==> src/rtl/div_pkg.sv <==
// Shared types and width-derived constants for the iterative divider.
// Restoring division, one quotient bit per cycle.
package div_pkg;

  typedef enum logic [1:0] {
    IDLE,
    RUN,
    DONE
  } state_t;

  function automatic int cnt_w(input int w);
    return (w > 1) ? $clog2(w) : 1;
  endfunction

  function automatic logic [63:0] min_pat(input int w);
    return 64'd1 << (w - 1);
  endfunction

endpackage

==> src/rtl/div_step.sv <==
// One restoring-division iteration: shift in a dividend bit,
// try subtracting the divisor, keep the result if non-negative.
module div_step #(
  parameter int WIDTH = 16
) (
  input  logic [WIDTH-1:0] rem_in,
  input  logic [WIDTH-1:0] dsr,
  input  logic             bit_in,
  output logic [WIDTH-1:0] rem_out,
  output logic             q_bit
);

  logic [WIDTH:0] shf;
  logic [WIDTH:0] diff;

  assign shf  = {rem_in, bit_in};
  assign diff = shf - {1'b0, dsr};
  // rem_in < dsr keeps diff inside WIDTH+1 bits, so the MSB is the borrow
  assign q_bit   = ~diff[WIDTH];
  assign rem_out = q_bit ? diff[WIDTH-1:0] : shf[WIDTH-1:0];

endmodule

==> src/rtl/div_iter_nbit.sv <==
// Iterative WIDTH-bit divider, signed or unsigned, valid/ready on
// both sides; zero-divisor and MIN/-1 finish in a single cycle.
module div_iter_nbit
  import div_pkg::*;
#(
  parameter int WIDTH     = 16,
  parameter bit SIGNED_EN = 1'b1
) (
  input  logic             clk,
  input  logic             rst_n,
  input  logic             in_valid,
  output logic             in_ready,
  input  logic [WIDTH-1:0] A,
  input  logic [WIDTH-1:0] B,
  input  logic             is_signed,
  output logic             out_valid,
  input  logic             out_ready,
  output logic [WIDTH-1:0] result,
  output logic [WIDTH-1:0] odd,
  output logic             div_by_zero,
  output logic             overflow
);

  localparam int CW = cnt_w(WIDTH);
  localparam logic [WIDTH-1:0] MIN  = WIDTH'(min_pat(WIDTH));
  localparam logic [WIDTH-1:0] ONES = '1;

  state_t state;

  logic [CW-1:0]    cnt;
  logic [WIDTH-1:0] dvd;
  logic [WIDTH-1:0] dsr;
  logic [WIDTH-1:0] rem;
  logic [WIDTH-1:0] quo;
  logic             neg_q;
  logic             neg_r;

  logic             sg;
  logic             a_neg;
  logic             b_neg;
  logic             ovf_hit;
  logic [WIDTH-1:0] a_mag;
  logic [WIDTH-1:0] b_mag;
  logic [WIDTH-1:0] rem_nx;
  logic             q_bit;
  logic [WIDTH-1:0] q_full;
  logic [WIDTH-1:0] q_fin;
  logic [WIDTH-1:0] r_fin;

  assign sg      = SIGNED_EN && is_signed;
  assign a_neg   = sg & A[WIDTH-1];
  assign b_neg   = sg & B[WIDTH-1];
  assign a_mag   = a_neg ? -A : A;
  assign b_mag   = b_neg ? -B : B;
  assign ovf_hit = sg && (A == MIN) && (B == ONES);

  assign in_ready = (state == IDLE);

  div_step #(
    .WIDTH(WIDTH)
  ) u_step (
    .rem_in (rem),
    .dsr    (dsr),
    .bit_in (dvd[cnt]),
    .rem_out(rem_nx),
    .q_bit  (q_bit)
  );

  // quo[0] is still clear when the last bit arrives
  assign q_full = quo | WIDTH'(q_bit);
  assign q_fin  = neg_q ? -q_full : q_full;
  assign r_fin  = neg_r ? -rem_nx : rem_nx;

  always_ff @(posedge clk or negedge rst_n) begin
    if (!rst_n) begin
      state       <= IDLE;
      cnt         <= '0;
      dvd         <= '0;
      dsr         <= '0;
      rem         <= '0;
      quo         <= '0;
      neg_q       <= 1'b0;
      neg_r       <= 1'b0;
      result      <= '0;
      odd         <= '0;
      out_valid   <= 1'b0;
      div_by_zero <= 1'b0;
      overflow    <= 1'b0;
    end else begin
      unique case (state)
        IDLE: begin
          if (in_valid) begin
            if (B == '0) begin
              result      <= ONES;
              odd         <= A;
              div_by_zero <= 1'b1;
              overflow    <= 1'b0;
              out_valid   <= 1'b1;
              state       <= DONE;
            end else if (ovf_hit) begin
              result      <= MIN;
              odd         <= '0;
              div_by_zero <= 1'b0;
              overflow    <= 1'b1;
              out_valid   <= 1'b1;
              state       <= DONE;
            end else begin
              dvd   <= a_mag;
              dsr   <= b_mag;
              rem   <= '0;
              quo   <= '0;
              neg_q <= a_neg ^ b_neg;
              neg_r <= a_neg;
              cnt   <= CW'(WIDTH - 1);
              state <= RUN;
            end
          end
        end
        RUN: begin
          rem      <= rem_nx;
          quo[cnt] <= q_bit;
          if (cnt == '0) begin
            result      <= q_fin;
            odd         <= r_fin;
            div_by_zero <= 1'b0;
            overflow    <= 1'b0;
            out_valid   <= 1'b1;
            state       <= DONE;
          end else begin
            cnt <= cnt - 1'b1;
          end
        end
        DONE: begin
          if (out_ready) begin
            out_valid <= 1'b0;
            state     <= IDLE;
          end
        end
        default: state <= IDLE;
      endcase
    end
  end

endmodule

==> config.mk <==
export PLATFORM = sky130hd
export DESIGN_NAME = div_iter_nbit
export DESIGN_NICKNAME = d
export VERILOG_FILES = /design/src/rtl/div_pkg.sv /design/src/rtl/div_step.sv /design/src/rtl/div_iter_nbit.sv
export SDC_FILE = /design/constraint.sdc
export NUM_CORES = 1
export LEC_CHECK = 0
export CAP_MARGIN = 20
export CORE_MARGIN = 3
export CORE_UTILIZATION = 30
export DETAILED_ROUTE_END_ITERATION = 8
export DONT_BUFFER_PORTS = 1
export PLACE_DENSITY_LB_ADDON = 0.25
export SLEW_MARGIN = 30
export SYNTH_ARGS = -nofsm -noshare
export SYNTH_HDL_FRONTEND = slang
export SYNTH_HIERARCHICAL = 1
export SYNTH_SLANG_ARGS = --single-unit
==> constraint.sdc <==
create_clock -name clk -period 6.7 [get_ports clk]
set_input_delay 0.335 -clock clk [delete_from_list [all_inputs] [get_ports clk]]
set_output_delay 0.335 -clock clk [all_outputs]
set_load 0.01 [all_outputs]
; ---- Word-level counts from Yosys, hierarchy flattened
; Cells that the tools add are included.
[classes]
n_eq_ne = 11
muxes = 50
bitwise = 7
reduce_logical = 14
addsub = 6
magnitude_cmp = 2
[ops]
columns = operator, count
row1 = 16-bit 2-to-1 mux, 16
row2 = 16-bit case mux with 2 select lines, 4
row3 = 16-bit negation, 4
row4 = 16-bit == test (second input constant), 2
row5 = 17-bit by 16-bit subtractor with 17-bit output, 1
row6 = 16-bit bitwise mux, 1
row7 = 16-bit zero test, 1
row8 = 4-bit 2-to-1 mux, 4
row9 = 16-bit by 1-bit OR with 16-bit output, 1
row10 = 1-bit 2-to-1 mux, 13
row11 = 2-bit inequality test (second input constant), 6
row12 = 4-bit AND reduction, 3
row13 = 2-bit 2-to-1 mux, 5
row14 = 5-bit AND reduction, 2
row15 = 4-bit case mux with 2 select lines, 1
row16 = 2-bit case mux with 3 select lines, 1
row17 = 4-bit by 5-bit < comparator with 1-bit output (second input constant), 1
row18 = 1-bit binary-select mux with 4-bit select, 1
row19 = 1-bit demux with 4-bit select, 1
row20 = 4-bit by 1-bit >= comparator with 1-bit output (second input constant), 1
row21 = 4-bit zero test, 1
row22 = 1-bit case mux with 2 select lines, 2
row23 = 4-bit by 1-bit subtractor with 4-bit output (second input constant), 1
row24 = 1-bit logical AND, 3
row25 = other kinds (11), 14
[word_totals]
register_bits = 107
input_bits = 37
word_cells = 103
output_inout_bits = 36

; ---- Logic depth before layout (Yosys ltp)
; Gate-level depths: netlist of run 1.
[logic_depth]
word_depth = 9
mapped_depth = 21
ltp_nobuf = 19

; ---- Modules after synthesis
; The synthesis of run 1 kept the hierarchy.
[modules_own_cells]
columns = module, area_each_um2, cells_per_inst, instances, seq_area_each_um2
row1 = div_iter_nbit, 6013.3, 647, 1, 2677.6
row2 = div_step, 1009.7, 128, 1, 0.0

; ---- Worst setup path after synthesis of run 1
; Ideal clock, no wire load.
[synth_path]
path_kind = reg2reg
startpoint = register cnt[0]
endpoint = register odd[15]
setup_ns = 0.127
n_path_buf = 2
t_arrival_ns = 5.739
path_stages_with_launch = 21
period_less_slack_ns = 5.866
required_time_ns = 6.573
setup_slack_ns = 0.834
cell_sequence = dfrtp_1 -> clkbuf_1 -> mux4_2 -> mux4_2 -> inv_1 -> ha_1 -> fa_1 -> nor2b_1 -> o31a_1 -> o41a_1 -> and4_4 -> a311oi_2 -> xnor2_2 -> buf_6 -> mux2_4 -> or4_1 -> or3_1 -> o41ai_1 -> xnor2_1 -> a221oi_1 -> nor2_1
[synth_via]
elab_chain_cells = 8
elab_cells_between_ends = 11
classes_between = add/sub: 2 / eq/ne: 1 / mux: 6 / reduce/logical: 2
[synth_lines]
columns = item, line
row1 = start: declaration, div_iter_nbit.sv:30  ; logic [CW-1:0] cnt;
row2 = start signal: assignment, div_iter_nbit.sv:114  ; cnt <= CW'(WIDTH - 1);
row3 = start signal: assignment, div_iter_nbit.sv:130  ; cnt <= cnt - 1'b1;
row4 = 1-bit binary-select mux with 4-bit select, div_iter_nbit.sv:64  ; .bit_in (dvd[cnt]),
row5 = 1-bit 2-to-1 mux (implied by the code), div_iter_nbit.sv:64
row6 = 17-bit by 16-bit subtractor with 17-bit output, div_step.sv:17  ; assign diff = shf - {1'b0, dsr};
row7 = 16-bit 2-to-1 mux, div_step.sv:20  ; assign rem_out = q_bit ? diff[WIDTH-1:0] : shf[WIDTH-1:0];
row8 = net rem_nx[10], div_iter_nbit.sv:44  ; logic [WIDTH-1:0] rem_nx;
row9 = 16-bit negation, div_iter_nbit.sv:72  ; assign r_fin = neg_r ? -rem_nx : rem_nx;
row10 = 16-bit 2-to-1 mux, div_iter_nbit.sv:72
row11 = 16-bit 2-to-1 mux, div_iter_nbit.sv:122  ; if (cnt == '0) begin
row12 = 16-bit case mux with 2 select lines, div_iter_nbit.sv:90  ; unique case (state)
row13 = end signal: assignment, div_iter_nbit.sv:124  ; odd <= r_fin;
row14 = end: declaration, div_iter_nbit.sv:19  ; output logic [WIDTH-1:0] odd,
; The timed path passes the listed nets, and every way through them passes these cells. The select of a mux whose other input is x is not followed.
; A chain may end at the register's enable or synchronous reset.

; ---- Final worst setup path of run 1
; Same ends and word-level chain as after synthesis.

==> results of run 1 <==
-- flip-flops by register name (all words and copies together), names as in the netlist --
signal and cells:
state 2, div_by_zero 1, overflow 1, rem 16, result 16, neg_q 1, odd 16, dsr 16
quo 16, cnt 4, dvd 16, out_valid 1, neg_r 1
-- layout make-up --
cell class                      instances  area, um^2
Clock buffer                           11         253
Clock inverter                          5        60.1
Fill cell                            2416       15200
Inverter                               33         124
Multi-Input combinational cell        591        4020
Sequential cell                       107        2680
Tap cell                              313         392
Timing Repair Buffer                    7        95.1
-- final timing paths --
path / startpoint / cells past startpoint / end
hold / removal: out_ready / 1 / state[1]$_DFFE_PN0P_
hold reg to reg: dvd[15]$_DFFE_PN0P_ / 2 / dvd[15]$_DFFE_PN0P_
setup / recovery: cnt[0]$_DFFE_PN0P_ / 18 / odd[15]$_DFFE_PN0P_
max in group asynchronous: rst_n / 2 / dsr[6]$_DFFE_PN0P_
setup reg to reg: cnt[0]$_DFFE_PN0P_ / 18 / odd[15]$_DFFE_PN0P_
min in group asynchronous: rst_n / 2 / result[12]$_DFFE_PN0P_
-- cell usage in the layout, fill, tap and decap left out, types with 3 or more instances in the layout --
| cell | netlist | routed |
|---|---|---|
| nand2b_1 | 8 | 8 |
| and2_1 | 4 | 4 |
| o21a_1 | 3 | 3 |
| or3_1 | 8 | 7 |
| nor2_1 | 36 | 36 |
| xnor2_1 | 55 | 55 |
| a21oi_1 | 29 | 29 |
| o41ai_1 | 7 | 7 |
| a21boi_0 | 15 | 15 |
| nor3_1 | 10 | 10 |
| o21ai_0 | 48 | 48 |
| xor2_1 | 12 | 12 |
| mux2_4 | 7 | 7 |
| o31ai_1 | 17 | 17 |
| mux2i_1 | 5 | 5 |
| nand4_1 | 8 | 8 |
| nand3_1 | 15 | 15 |
| a211oi_1 | 4 | 4 |
| buf_4 | 2 | 4 |
| clkbuf_16 | 0 | 9 |
| inv_1 | 33 | 33 |
| a22oi_1 | 15 | 15 |
| mux2_2 | 9 | 9 |
| a21o_1 | 3 | 3 |
| o21ai_1 | 61 | 61 |
| dfrtp_1 | 107 | 107 |
| or4_1 | 8 | 8 |
| nor4_1 | 5 | 5 |
| nor2b_1 | 5 | 4 |
| nand2_1 | 107 | 107 |
| ha_1 | 26 | 26 |
| a22o_1 | 15 | 15 |
| a31oi_1 | 4 | 4 |
| mux4_2 | 5 | 5 |
-- routing by layer --
| layer | wire, um | track usage (%) | vias to the layer above | share of wire [%] |
|---|---|---|---|---|
| met2 | 9040 | 24.5 | 110 | 45 |
| met1 | 9330 | 21.3 | 2725 | 47 |
| met5 | 0 | 0 | - | 0 |
| met4 | 482 | 5.73 | 0 | 2.4 |
| li1 | - | - | 2713 | - |
| met3 | 1050 | 4.03 | 24 | 5.3 |
-- kinds of logic after synthesis --
| logic type | after synthesis |
|---|---|
| adder cells (fa/ha/maj) | 27 |
| multiplexers | 26 |
| AND/OR/NAND/NOR | 227 |
| AO/OA/AOI/OAI | 243 |
| XOR/XNOR | 68 |
| flip-flops | 107 |
| buffers and inverters | 77 |
-- worst max-delay path: cells and delay by family, from the launching register on --
family / cells / cell delay, ps
XOR/XNOR: 2 / 490
adder cells (fa/ha/maj): 2 / 390
AND/OR/NAND/NOR: 4 / 1050
buffers and inverters: 2 / 410
AO/OA/AOI/OAI: 5 / 1760
multiplexers: 3 / 1430
flip-flops: 1 / 560
-- power breakdown --
group	switching, mW	total [mW]	internal (mW)
logic	1.41	2.48	1.07
clock network	0.263	0.575	0.312
registers	0.263	1.14	0.874
-- stage by stage --
step / setup slack (ps) / cells / power, mW / hold slack [ps]
6_report: 490 / 1067 / 4.19 / 48.5
5_1_grt: 81.1 / 1067 / 4.56 / 42.9
4_1_cts: 517 / 1066 / 4.22 / 41.4
3_5_place_dp: 534 / 1048 / 3.61 / 42.8
3_3_place_gp: 596 / 1047 / 3.58 / 41.8
2_1_floorplan: 834 / 775 / 3.09 / 39.4
==> flow_metrics.py, run 1 <==
metrics = {
    "synthesis": {
        "synthesis.area_um2": 7020,
        "ys_seq_elements": 107,
        "synth_top_cell_area_share_pct": 38.1,
        "yosys.area.top_type": "dfrtp_1",
        "netlist_top_cells_area": "dfrtp_1 38%, xnor2_1 6.9%, nand2_1 5.7%",
        "synthFlopType": "dfrtp_1",
        "netlist_instances": 775,
        "ys_warn_count": 6,
        "yosysSeqAreaShare_pct": 38.1,
        "yosys.area_share.xor_xnor_pct": 8.59,
        "synth_mux_area_share_pct": 5.26,
        "synth.net_count": 839,
        "synthTopCellsByCount": "107 x dfrtp_1, 107 x nand2_1, 61 x o21ai_1",
        "synth_fa_ha_area_share_pct": 4.92,
        "synth_top_family_by_area": "compound AO/OA/AOI/OAI gates",
        "async_flop_share_pct": 100,
        "synth_compound_area_share_pct": 22.4,
        "synth_edf_count": 0,
        "synth_area_per_cell_um2": 9.06,
        "yosysUniqueCellTypes": 70,
        "yosys.area_share.simple_pct": 15.5,
    },
    "die": {
        "num_rows": 55,
        "ios": 73,
        "die_x_um": 159,
        "initial_core_util_pct": 30.7,
        "die_y_um": 159,
        "die_area_um2": 25300,
        "core-area_um2": 22800,
    },
    "timing": {
        "min_period_ps": 6210,
        "hold_violations": 0,
        "worstMarginPinSlew_ps": 946,
        "period_share_pct": 92.7,
        "slew_violations": 0,
        "fin_skew_ps": 7.81,
        "finalSetupViolations": 0,
        "fin_setup_tns_ps": 0,
        "maxSlewHeadroom_pct": 36.8,
        "rsz0062_at_grt": "no",
        "fmax_mhz": 161,
    },
    "finish": {
        "num_antenna_cells": 0,
        "fin_nets": 813,
        "area_growth_pct": 8.44,
        "final_util_pct": 33.3,
        "layout-drive-gt1-share_pct": 8.62,
        "postLayoutCellArea_um2": 7620,
    },
    "global_routing": {
        "grt_usage_pct": 15.8,
        "grt_max_degree": 108,
        "antenna_found_initial": 0,
        "gr-total-overflow": 0,
        "grt_pass1_wl_um": 31600,
        "grt_pass1_vias": 5445,
    },
    "route": {
        "vias_per_cell": 5.22,
        "num_vias": 5572,
        "ant_nets": 0,
        "drtPass1Iterations": 5,
        "routed_wl_um": 19900,
        "dr.first_iter.drc_count": 406,
        "wire_per_inst_um": 18.7,
        "post-route-drc-count": 0,
    },
    "clocking": {
        "path_clk_slew_ps": 80,
        "clk_path_buf_depth": 2,
        "cts_max_level": 3,
        "post_cts_buffers": 0,
        "insertion_delay_ps": 360,
        "clkSinkCount": 107,
        "cts_buffers": 9,
        "cts_tree": "built",
        "postCtsHoldBufs": 2,
        "cts_root_buffer": "clkbuf_16",
        "post_cts_resized": 0,
    },
    "setup_path": {
        "cp.arrival_ps": 6460,
        "path_max_fanout": 13,
        "r2r_slack_ps": 490,
        "start_kind": "register",
        "max_stage_delay_ps": 680,
        "crit_path_frequent_cell": "mux4_2",
        "criticalPathCategory": "register to register",
        "cp-end-kind": "register",
        "critPathRequiredTime_ps": 6950,
        "crit_path_cell_trace": "mux4_2 > mux4_2 > inv_1 > ha_1 > fa_1 > nor2b_1 > o31a_1 > o41a_1 > and4_4 > a311oi_2 > xnor2_2 > buf_4 > mux2_2 > or4_1 > o41ai_1 > xnor2_1 > a221oi_1 > nor2_1",
        "cpMaxStageDelayCell": "or4_1",
    },
    "power_and_ir_drop": {
        "ir_drop_mv": 0.187,
        "leakage_nw": 3.17,
        "pwr_density_cell_nw_per_um2": 550,
    },
    "run_status": {
        "outcome": "finished clean",
    },
    "placed_design": {
        "numPortBuffers": 0,
        "dp_hpwl_um": 15000,
        "placed_area_um2": 7250,
        "gp_congestion": 0.833,
    },
    "job": {
        "max_cap_violations": 0,
    },
    "hold_path": {
        "min_path_type": "input port to register",
    },
}
(Power assumes the default switching activity.)
==> run 2: changes to the inputs <==
CORE_UTILIZATION = 45   (was 30)
CTS_CLUSTER_DIAMETER = 80   (was not set)
==> flow_metrics.py, run 2 (synthesis gave the netlist of run 1 again) <==
metrics = {
    "run_status": {
        "outcome": "finished clean",
    },
    "power_and_ir_drop": {
        "power_mw": 4.14,
        "pwr_density_cell_nw_per_um2": 558,
        "leakage_nw": 3.15,
        "ir_drop_mv": 0.221,
    },
    "die": {
        "die_area_um2": 17100,
        "num_rows": 45,
        "die_y_um": 131,
        "core-area_um2": 15300,
        "die_x_um": 131,
        "initial_core_util_pct": 46.0,
        "ios": 73,
    },
    "clocking": {
        "post_cts_buffers": 0,
        "cts_tree": "built",
        "cts_root_buffer": "clkbuf_16",
        "postCtsHoldBufs": 2,
        "path_clk_slew_ps": 70,
        "clkSinkCount": 107,
        "clk_path_buf_depth": 2,
        "post_cts_resized": 0,
        "cts_buffers": 9,
        "insertion_delay_ps": 360,
        "cts_max_level": 3,
    },
    "timing": {
        "min_period_ps": 6160,
        "fin_skew_ps": 7.25,
        "rsz0062_at_grt": "no",
        "maxSlewHeadroom_pct": 41.3,
        "finalSetupViolations": 0,
        "fin_setup_tns_ps": 0,
        "whs_ps": 51.7,
        "slew_violations": 0,
        "fmax_mhz": 162,
        "worstMarginPinSlew_ps": 873,
        "hold_violations": 0,
        "period_share_pct": 91.9,
    },
    "setup_path": {
        "worstSetupEndpoint": "odd[15]$_DFFE_PN0P_",
        "cp-end-kind": "register",
        "reg2reg_depth": 18,
        "critPathRequiredTime_ps": 6940,
        "r2r_slack_ps": 540,
        "cp-startpoint": "cnt[0]$_DFFE_PN0P_",
        "r2r_end": "odd[15]$_DFFE_PN0P_",
        "cp.arrival_ps": 6400,
        "path_max_fanout": 12,
        "r2r-start": "cnt[0]$_DFFE_PN0P_",
        "start_kind": "register",
        "criticalPathCategory": "register to register",
    },
    "hold_path": {
        "min_path_type": "input port to register",
        "holdPathStages": 1,
    },
    "placed_design": {
        "dp_hpwl_um": 13800,
        "placed_area_um2": 7100,
        "dp.cells": 946,
        "gp_congestion": 0.861,
        "numPortBuffers": 0,
    },
    "finish": {
        "num_antenna_cells": 0,
        "fin_cells": 964,
        "layout_common_cells": "107 x nand2_1, 107 x dfrtp_1, 61 x o21ai_1",
        "layout-drive-gt1-share_pct": 8.37,
        "postLayoutCellArea_um2": 7420,
        "fillers": 1447,
        "area_growth_pct": 5.67,
        "fin_nets": 812,
    },
    "route": {
        "wirelength_met1_um": 8350,
        "num_vias": 5752,
        "routed_wl_um": 18400,
        "wire_per_inst_um": 19.1,
        "post-route-drc-count": 0,
        "top_layer": "met4",
        "dr_wl_met3_um": 1530,
        "vias_per_cell": 5.97,
        "ant_nets": 0,
        "wl_met2_um": 8080,
        "drtPass1Iterations": 5,
        "dr.first_iter.drc_count": 539,
    },
    "global_routing": {
        "grt_max_degree": 108,
        "grt_usage_pct": 21.9,
        "grt_pass1_wl_um": 29200,
        "grt_pass1_vias": 5421,
        "gr-total-overflow": 0,
        "antenna_found_initial": 1,
    },
    "job": {
        "max_cap_violations": 0,
    },
}
-- run 2: power by group --
| part | switching [mW] | internal, mW |
|---|---|---|
| Clock | 0.264 | 0.260 |
| Combinational | 1.43 | 1.05 |
| Sequential | 0.264 | 0.874 |
-- run 2: critical path, cell delays in order (launching register included) --
cell	delay (ps)
dfrtp_1	560
mux4_2	560
mux4_2	500
inv_1	90
ha_1	180
fa_1	210
nor2b_1	70
o31a_1	270
o41a_1	430
and4_4	220
a311oi_2	340
xnor2_2	350
mux2_4	390
or4_1	610
or3_1	370
o41ai_1	420
xnor2_1	120
a221oi_1	250
nor2_1	80
-- run 2: worst min path at each step --
stage | from | endpoint | slack (ps)
final | out_ready | state[1]$_DFFE_PN0P_ | 50
after global routing | out_ready | state[1]$_DFFE_PN0P_ | 40
after CTS | out_ready | state[1]$_DFFE_PN0P_ | 40
after detailed placement | rst_n | dsr[13]$_DFFE_PN0P_ | 50
after global placement | rst_n | dsr[13]$_DFFE_PN0P_ | 50
after floorplan | rst_n | cnt[0]$_DFFE_PN0P_ | 40
-- run 2: stage by stage --
step	utilization, %	worst slack, ps
floorplan	-	834
global placement	46.5	760
detailed placement	46.5	607
CTS	48.6	564
global route	48.6	263
finish	48.6	543
-- run 2: routing by layer --
layer / vias to the layer above / global-route usage, %
li1: 2723 / -
met2: 234 / 32.9
met1: 2757 / 30.9
met3: 38 / 5.45
met4: 0 / 7.92
met5: - / 0
-- run 2: area by class of cell --
cell class | count | area [um^2] | share of cell area (%)
clock inverters | 7 | 58.8 | 0.792
multi-input cells | 591 | 4000 | 54.0
flip-flops and latches | 107 | 2680 | 36.1
clock buffers | 9 | 225 | 3.03
well taps | 211 | 264 | 3.56
repair buffers | 6 | 67.6 | 0.910
inverters | 33 | 124 | 1.67
